<file path="src/rtl/mem_arbiter_if.sv">
// Data memory bus: one request/response channel.
// Masters drive the request side, slaves answer.
interface mem_arbiter_if;
  logic        valid;
  logic [31:0] addr;
  logic [31:0] wdata;
  logic [3:0]  wstrb;
  logic        ready;
  logic [31:0] rdata;

  modport master (
    output valid, addr, wdata, wstrb,
    input  ready, rdata
  );

  modport slave (
    input  valid, addr, wdata, wstrb,
    output ready, rdata
  );
endinterface

</file>
<file path="src/rtl/mem_arbiter.sv">
// Two-master round-robin arbiter onto one data bus,
// with a watchdog that aborts unanswered transfers.
module mem_arbiter #(
  parameter int unsigned TIMEOUT   = 255,
  parameter logic [31:0] ERR_RDATA = 32'hDEADBEEF
) (
  input  logic          clk,
  input  logic          reset,
  mem_arbiter_if.slave  m0,
  mem_arbiter_if.slave  m1,
  mem_arbiter_if.master s,
  output logic          timeout_err,
  output logic          busy
);

  localparam int WW =
    (TIMEOUT > 255) ? $clog2(TIMEOUT + 1) : 8;
  localparam logic [WW-1:0] WD_LAST =
    WW'(TIMEOUT - 1);
  localparam bit WD_ON = (TIMEOUT != 0);

  typedef enum logic [1:0] {
    IDLE,
    BUSY0,
    BUSY1
  } state_t;

  state_t        state, state_nx;
  logic          last_grant, lg_nx;
  logic [WW-1:0] wdog, wdog_nx;
  logic          gnt;
  logic          req_valid;
  logic          wd_fire;

  // State, round-robin pointer and watchdog registers.
  always_ff @(posedge clk) begin
    if (reset) begin
      state      <= IDLE;
      last_grant <= 1'b1;
      wdog       <= '0;
    end else begin
      state      <= state_nx;
      last_grant <= lg_nx;
      wdog       <= wdog_nx;
    end
  end

  // Arbitration, bus mux and completion/abort decisions.
  always_comb begin
    state_nx    = state;
    lg_nx       = last_grant;
    wdog_nx     = wdog;
    busy        = 1'b0;
    timeout_err = 1'b0;
    s.valid     = 1'b0;
    s.addr      = '0;
    s.wdata     = '0;
    s.wstrb     = '0;
    m0.ready    = 1'b0;
    m0.rdata    = '0;
    m1.ready    = 1'b0;
    m1.rdata    = '0;
    gnt         = (state == BUSY1);
    req_valid   = gnt ? m1.valid : m0.valid;
    wd_fire     = 1'b0;

    unique case (state)
      IDLE: begin
        wdog_nx = '0;
        if (m0.valid && (!m1.valid || last_grant))
          state_nx = BUSY0;
        else if (m1.valid)
          state_nx = BUSY1;
      end
      BUSY0, BUSY1: begin
        busy    = 1'b1;
        s.valid = req_valid;
        s.addr  = gnt ? m1.addr  : m0.addr;
        s.wdata = gnt ? m1.wdata : m0.wdata;
        s.wstrb = gnt ? m1.wstrb : m0.wstrb;
        // A real s_ready always beats the watchdog.
        wd_fire = WD_ON && (wdog == WD_LAST)
                  && !s.ready && req_valid;
        timeout_err = wd_fire;
        if (gnt) begin
          m1.ready = s.ready || wd_fire;
          m1.rdata = wd_fire ? ERR_RDATA : s.rdata;
        end else begin
          m0.ready = s.ready || wd_fire;
          m0.rdata = wd_fire ? ERR_RDATA : s.rdata;
        end
        if (s.ready || !req_valid || wd_fire) begin
          state_nx = IDLE;
          lg_nx    = gnt;
          wdog_nx  = '0;
        end else begin
          wdog_nx = wdog + WW'(1);
        end
      end
      default: state_nx = IDLE;
    endcase

    // Keep the buses quiet while reset is held.
    if (reset) begin
      busy        = 1'b0;
      timeout_err = 1'b0;
      s.valid     = 1'b0;
      s.addr      = '0;
      s.wdata     = '0;
      s.wstrb     = '0;
      m0.ready    = 1'b0;
      m0.rdata    = '0;
      m1.ready    = 1'b0;
      m1.rdata    = '0;
    end
  end

endmodule

</file>
<file path="src/flat_wrapper.sv">
// flat-port wrapper written by rule: the top's interface ports become plain ports
module mem_arbiter_flat 
#(
  parameter int unsigned TIMEOUT   = 255,
  parameter logic [31:0] ERR_RDATA = 32'hDEADBEEF
)
  (clk, reset, timeout_err, busy, m0_valid, m0_addr, m0_wdata, m0_wstrb, m0_ready, m0_rdata, m1_valid, m1_addr, m1_wdata, m1_wstrb, m1_ready, m1_rdata, s_valid, s_addr, s_wdata, s_wstrb, s_ready, s_rdata);
  mem_arbiter_if m0_i ();
  mem_arbiter_if m1_i ();
  mem_arbiter_if s_i ();
  input  logic clk;
  input  logic reset;
  output logic timeout_err;
  output logic busy;
  input wire logic [$bits(m0_i.valid)-1:0] m0_valid;
  input wire logic [$bits(m0_i.addr)-1:0] m0_addr;
  input wire logic [$bits(m0_i.wdata)-1:0] m0_wdata;
  input wire logic [$bits(m0_i.wstrb)-1:0] m0_wstrb;
  output wire logic [$bits(m0_i.ready)-1:0] m0_ready;
  output wire logic [$bits(m0_i.rdata)-1:0] m0_rdata;
  input wire logic [$bits(m1_i.valid)-1:0] m1_valid;
  input wire logic [$bits(m1_i.addr)-1:0] m1_addr;
  input wire logic [$bits(m1_i.wdata)-1:0] m1_wdata;
  input wire logic [$bits(m1_i.wstrb)-1:0] m1_wstrb;
  output wire logic [$bits(m1_i.ready)-1:0] m1_ready;
  output wire logic [$bits(m1_i.rdata)-1:0] m1_rdata;
  output wire logic [$bits(s_i.valid)-1:0] s_valid;
  output wire logic [$bits(s_i.addr)-1:0] s_addr;
  output wire logic [$bits(s_i.wdata)-1:0] s_wdata;
  output wire logic [$bits(s_i.wstrb)-1:0] s_wstrb;
  input wire logic [$bits(s_i.ready)-1:0] s_ready;
  input wire logic [$bits(s_i.rdata)-1:0] s_rdata;
  assign m0_i.valid = m0_valid;
  assign m0_i.addr = m0_addr;
  assign m0_i.wdata = m0_wdata;
  assign m0_i.wstrb = m0_wstrb;
  assign m0_ready = m0_i.ready;
  assign m0_rdata = m0_i.rdata;
  assign m1_i.valid = m1_valid;
  assign m1_i.addr = m1_addr;
  assign m1_i.wdata = m1_wdata;
  assign m1_i.wstrb = m1_wstrb;
  assign m1_ready = m1_i.ready;
  assign m1_rdata = m1_i.rdata;
  assign s_valid = s_i.valid;
  assign s_addr = s_i.addr;
  assign s_wdata = s_i.wdata;
  assign s_wstrb = s_i.wstrb;
  assign s_i.ready = s_ready;
  assign s_i.rdata = s_rdata;
  mem_arbiter #(.TIMEOUT(TIMEOUT), .ERR_RDATA(ERR_RDATA)) u_core (.clk(clk), .reset(reset), .m0(m0_i), .m1(m1_i), .s(s_i), .timeout_err(timeout_err), .busy(busy));
endmodule
</file>
<file path="config.mk">
export PLATFORM = sky130hd
export DESIGN_NAME = mem_arbiter_flat
export DESIGN_NICKNAME = d
export VERILOG_FILES = /design/src/rtl/mem_arbiter_if.sv /design/src/rtl/mem_arbiter.sv /design/src/flat_wrapper.sv
export SDC_FILE = /design/constraint.sdc
export NUM_CORES = 1
export LEC_CHECK = 0
export CAP_MARGIN = 20
export CELL_PAD_IN_SITES_DETAIL_PLACEMENT = 0
export CELL_PAD_IN_SITES_GLOBAL_PLACEMENT = 1
export CORE_AREA = 8 8 115 117
export DETAILED_ROUTE_END_ITERATION = 8
export DIE_AREA = 0 0 123 125
export DONT_BUFFER_PORTS = 1
export HOLD_SLACK_MARGIN = 0.08
export PLACE_DENSITY = 0.53
export SKIP_CTS_REPAIR_TIMING = 1
export SKIP_LAST_GASP = 1
export SYNTH_ARGS = -nofsm -noshare
export SYNTH_HDL_FRONTEND = slang
export SYNTH_SLANG_ARGS = --single-unit
</file>
<file path="constraint.sdc">
create_clock -name clk -period 2.9 [get_ports clk]
set_clock_uncertainty 0.15 [all_clocks]
set_input_delay 0 -clock clk [delete_from_list [all_inputs] [get_ports clk]]
set_output_delay 0 -clock clk [all_outputs]
set_load 0.01 [all_outputs]
</file>
==> impl_metrics.ini <==
[clocking]
clock_latency_ns = 0.24
clock_path_buffers = 2
cts_max_level = 1
clkSinkCount = 11
cts_buffers = 3
cts_tree = done
clkSlewWorstSetupHoldPaths_ns = 0.04
clock-root-buffer = clkbuf_16

[synth]
ys_seq_area_share_pct = 9.88
ys_ff_latch = 11
ys_types = 35
syn_area_per_cell_sq_um = 7.26
syn_area_sq_um = 2230
yosysWarnings = 0
syn-num-nets = 485
syn_inst = 307

[final_layout]
fin_util_pct = 27.3
final_common_cell = nor2_1
final_cell_mix = nor2_1 (84), dlygate4sd3_1 (77), mux2i_1 (69)
final_nets = 543
final_layout_size_suffix_gt1_share_pct = 4.67
n_antenna_cell = 0
syn_to_final_growth_pct = 42.2

[route]
drc_errors = 0
drt-pass1-iter-count = 4
drt-wirelength-per-cell_microns = 22.0
vias_per_cell = 4.95
drt-initial-drc-count = 67
num_vias = 2530
ant_nets = 0
routed_wl_mm = 11.2

[grt]
first_global_vias = 2279
grt_max_degree = 71
grt_pass1_wl_mm = 13.7
grt_overflow = 0
grt_use_total_pct = 11.3
antenna_found_initial = 0

[critical_path]
crit_arrival_ns = 2.33
r2r_end = u_core.state[0]$_SDFFE_PP0P_
rr_startpoint = u_core.state[0]$_SDFFE_PP0P_
cp.required_ns = 2.75
crit_path_top_delay_cell = dlygate4sd3_1
crit_buf_inv = 3
path_cells = inv_1 > ha_4 > buf_4 > mux2i_1 > dlygate4sd3_1 > nor2_1
critical_path.top_delay_family = buffers and inverters
crit_fanout = 36
rrSetupSlack_ns = 0.43
reg2regPathDepth = 7
start_kind = register
slowest_delay_ns = 0.59
worst-setup-path-type = reg2out
cp-end-kind = output pin

[power]
power.leakage_nw = 1.14
ir_worst_vdd_mv = 0.244
p_comb_share_pct = 56.2
power_density_nw_per_um2 = 301
p_sw_share_pct = 40.1
seqPwrFrac_pct = 17.2
net-switching-power_uw = 382
p_int_uw = 571
power_frac_clock_pct = 26.6

[floorplan]
rows = 40
dieArea_sq_um = 15400
io_pins = 310
start_util_pct = 19.2
core_sq_um = 11600
die_w_microns = 123
die_h_microns = 125

[sta]
max_freq_ghz = 0.404
hold_viol = 0
tns_ns = 0
slew_headroom_pct = 55.0
layout_min_cycle_time_ns = 2.48
hold_slack_ns = 0.0482
fin_crit_sh_pct = 85.4
setup_ws_ns = 0.422
setup_violations = 0
worstMarginPinSlew_ns = 0.675
final_max_slew_viol_count = 0
rsz0062_at_grt = no

[job]
maxCapViolCount = 0

[min_path]
worstHoldPathType = in2out
worstHoldStart = m0_wdata[15]
min_to = s_wdata[15]
min_path_cells = 2

[status]
outcome = finished clean

[place]
hpwl_mm = 8.68
io_buffers = 0
place_worst_setup_slack_ns = 0.582
gp_congestion = 0.781
## worst max path at each step
stage	cells after the start	slack [ns]	start	to
2_1_floorplan	9	1.05	u_core.state[1]$_SDFFE_PP0P_	m1_rdata[10]
3_3_place_gp	5	0.75	u_core.state[1]$_SDFFE_PP0P_	m0_rdata[4]
3_5_place_dp	5	0.58	u_core.state[1]$_SDFFE_PP0P_	m0_rdata[22]
4_1_cts	5	0.32	u_core.state[1]$_SDFFE_PP0P_	m0_rdata[22]
5_1_grt	7	0.33	u_core.state[0]$_SDFFE_PP0P_	u_core.state[0]$_SDFFE_PP0P_
6_report	6	0.42	u_core.state[0]$_SDFFE_PP0P_	s_wdata[31]
## power by group through the flow
stage / sequential (mW) / clock (mW) / combinational, mW
2_1_floorplan: 0.165 / 0 / 0.351
3_3_place_gp: 0.167 / 0 / 0.421
3_5_place_dp: 0.168 / 0 / 0.427
5_1_grt: 0.165 / 0.269 / 0.578
4_1_cts: 0.165 / 0.260 / 0.427
6_report: 0.164 / 0.253 / 0.535
## per-layer routing
layer | vias to the layer above | GRT usage [%] | routed length (microns) | part of all wire (%)
met1 | 1160 | 11.7 | 3980 | 35
li1 | 1182 | - | - | -
met2 | 178 | 21.8 | 5960 | 53
met5 | - | 0 | 0 | 0
met4 | 0 | 2.20 | 123 | 1.1
met3 | 10 | 3.06 | 1180 | 11
## layout make-up
type | instances | area, sq um
Fill cell | 1240 | 8440
Multi-Input combinational cell | 261 | 1840
Timing Repair Buffer | 83 | 823
Sequential cell | 11 | 220
Tap cell | 147 | 184
Clock buffer | 3 | 75.1
Inverter | 5 | 18.8
Clock inverter | 1 | 5.00
## Yosys cell counts
cell type / number / area, sq um
mux2i_4: 1 / 22.5
o21a_1: 50 / 375
nand3b_1: 1 / 7.51
nor3_1: 1 / 5.00
nand2b_1: 2 / 12.5
o21ai_0: 1 / 5.00
nor4_4: 1 / 21.3
nand3_1: 3 / 15.0
nand4_1: 1 / 6.26
inv_2: 1 / 3.75
nor3b_1: 1 / 7.51
o21bai_1: 1 / 7.51
and4_1: 1 / 8.76
ha_1: 5 / 62.6
buf_1: 4 / 15.0
clkbuf_1: 11 / 41.3
buf_6: 5 / 56.3
or4b_1: 1 / 10.0
o31ai_1: 2 / 15.0
and2_1: 1 / 6.26
a21oi_1: 3 / 15.0
buf_4: 1 / 7.51
and3_1: 17 / 106
inv_1: 4 / 15.0
mux2i_1: 69 / 691
a211oi_2: 1 / 12.5
nand4b_1: 1 / 8.76
nor2b_1: 1 / 6.26
xor2_1: 4 / 35.0
xnor2_1: 3 / 26.3
dfxtp_1: 11 / 220
buf_2: 9 / 45.0
nor2_1: 85 / 319
nand2_1: 3 / 11.3
o21ai_1: 1 / 5.00
## logic make-up (layout without fill, tap and decap cells)
| group | after synthesis | count (layout) | synth area share [%] |
|---|---|---|---|
| buffers and inverters | 35 | 92 | 8.25 |
| multiplexers | 70 | 70 | 32.0 |
| adder cells (fa/ha/maj) | 5 | 5 | 2.81 |
| XOR/XNOR | 7 | 7 | 2.75 |
| AND/OR/NAND/NOR | 120 | 120 | 24.8 |
| AO/OA/AOI/OAI | 59 | 59 | 19.5 |
| flip-flops | 11 | 11 | 9.88 |
## sequential cells by signal (all words and copies together), names as in the netlist
signal and count:
u_core.last_grant 1, u_core.wdog 8, u_core.state 2
## through the flow
step / total power [mW] / instance area, sq um / cells
2_1_floorplan: 0.516 / 2230 / 307
3_3_place_gp: 0.587 / 2300 / 429
3_5_place_dp: 0.594 / 2300 / 429
4_1_cts: 0.852 / 2380 / 433
5_1_grt: 1.01 / 3170 / 511
6_report: 0.953 / 3170 / 511
Note: power is estimated with default switching activity, not from simulation.
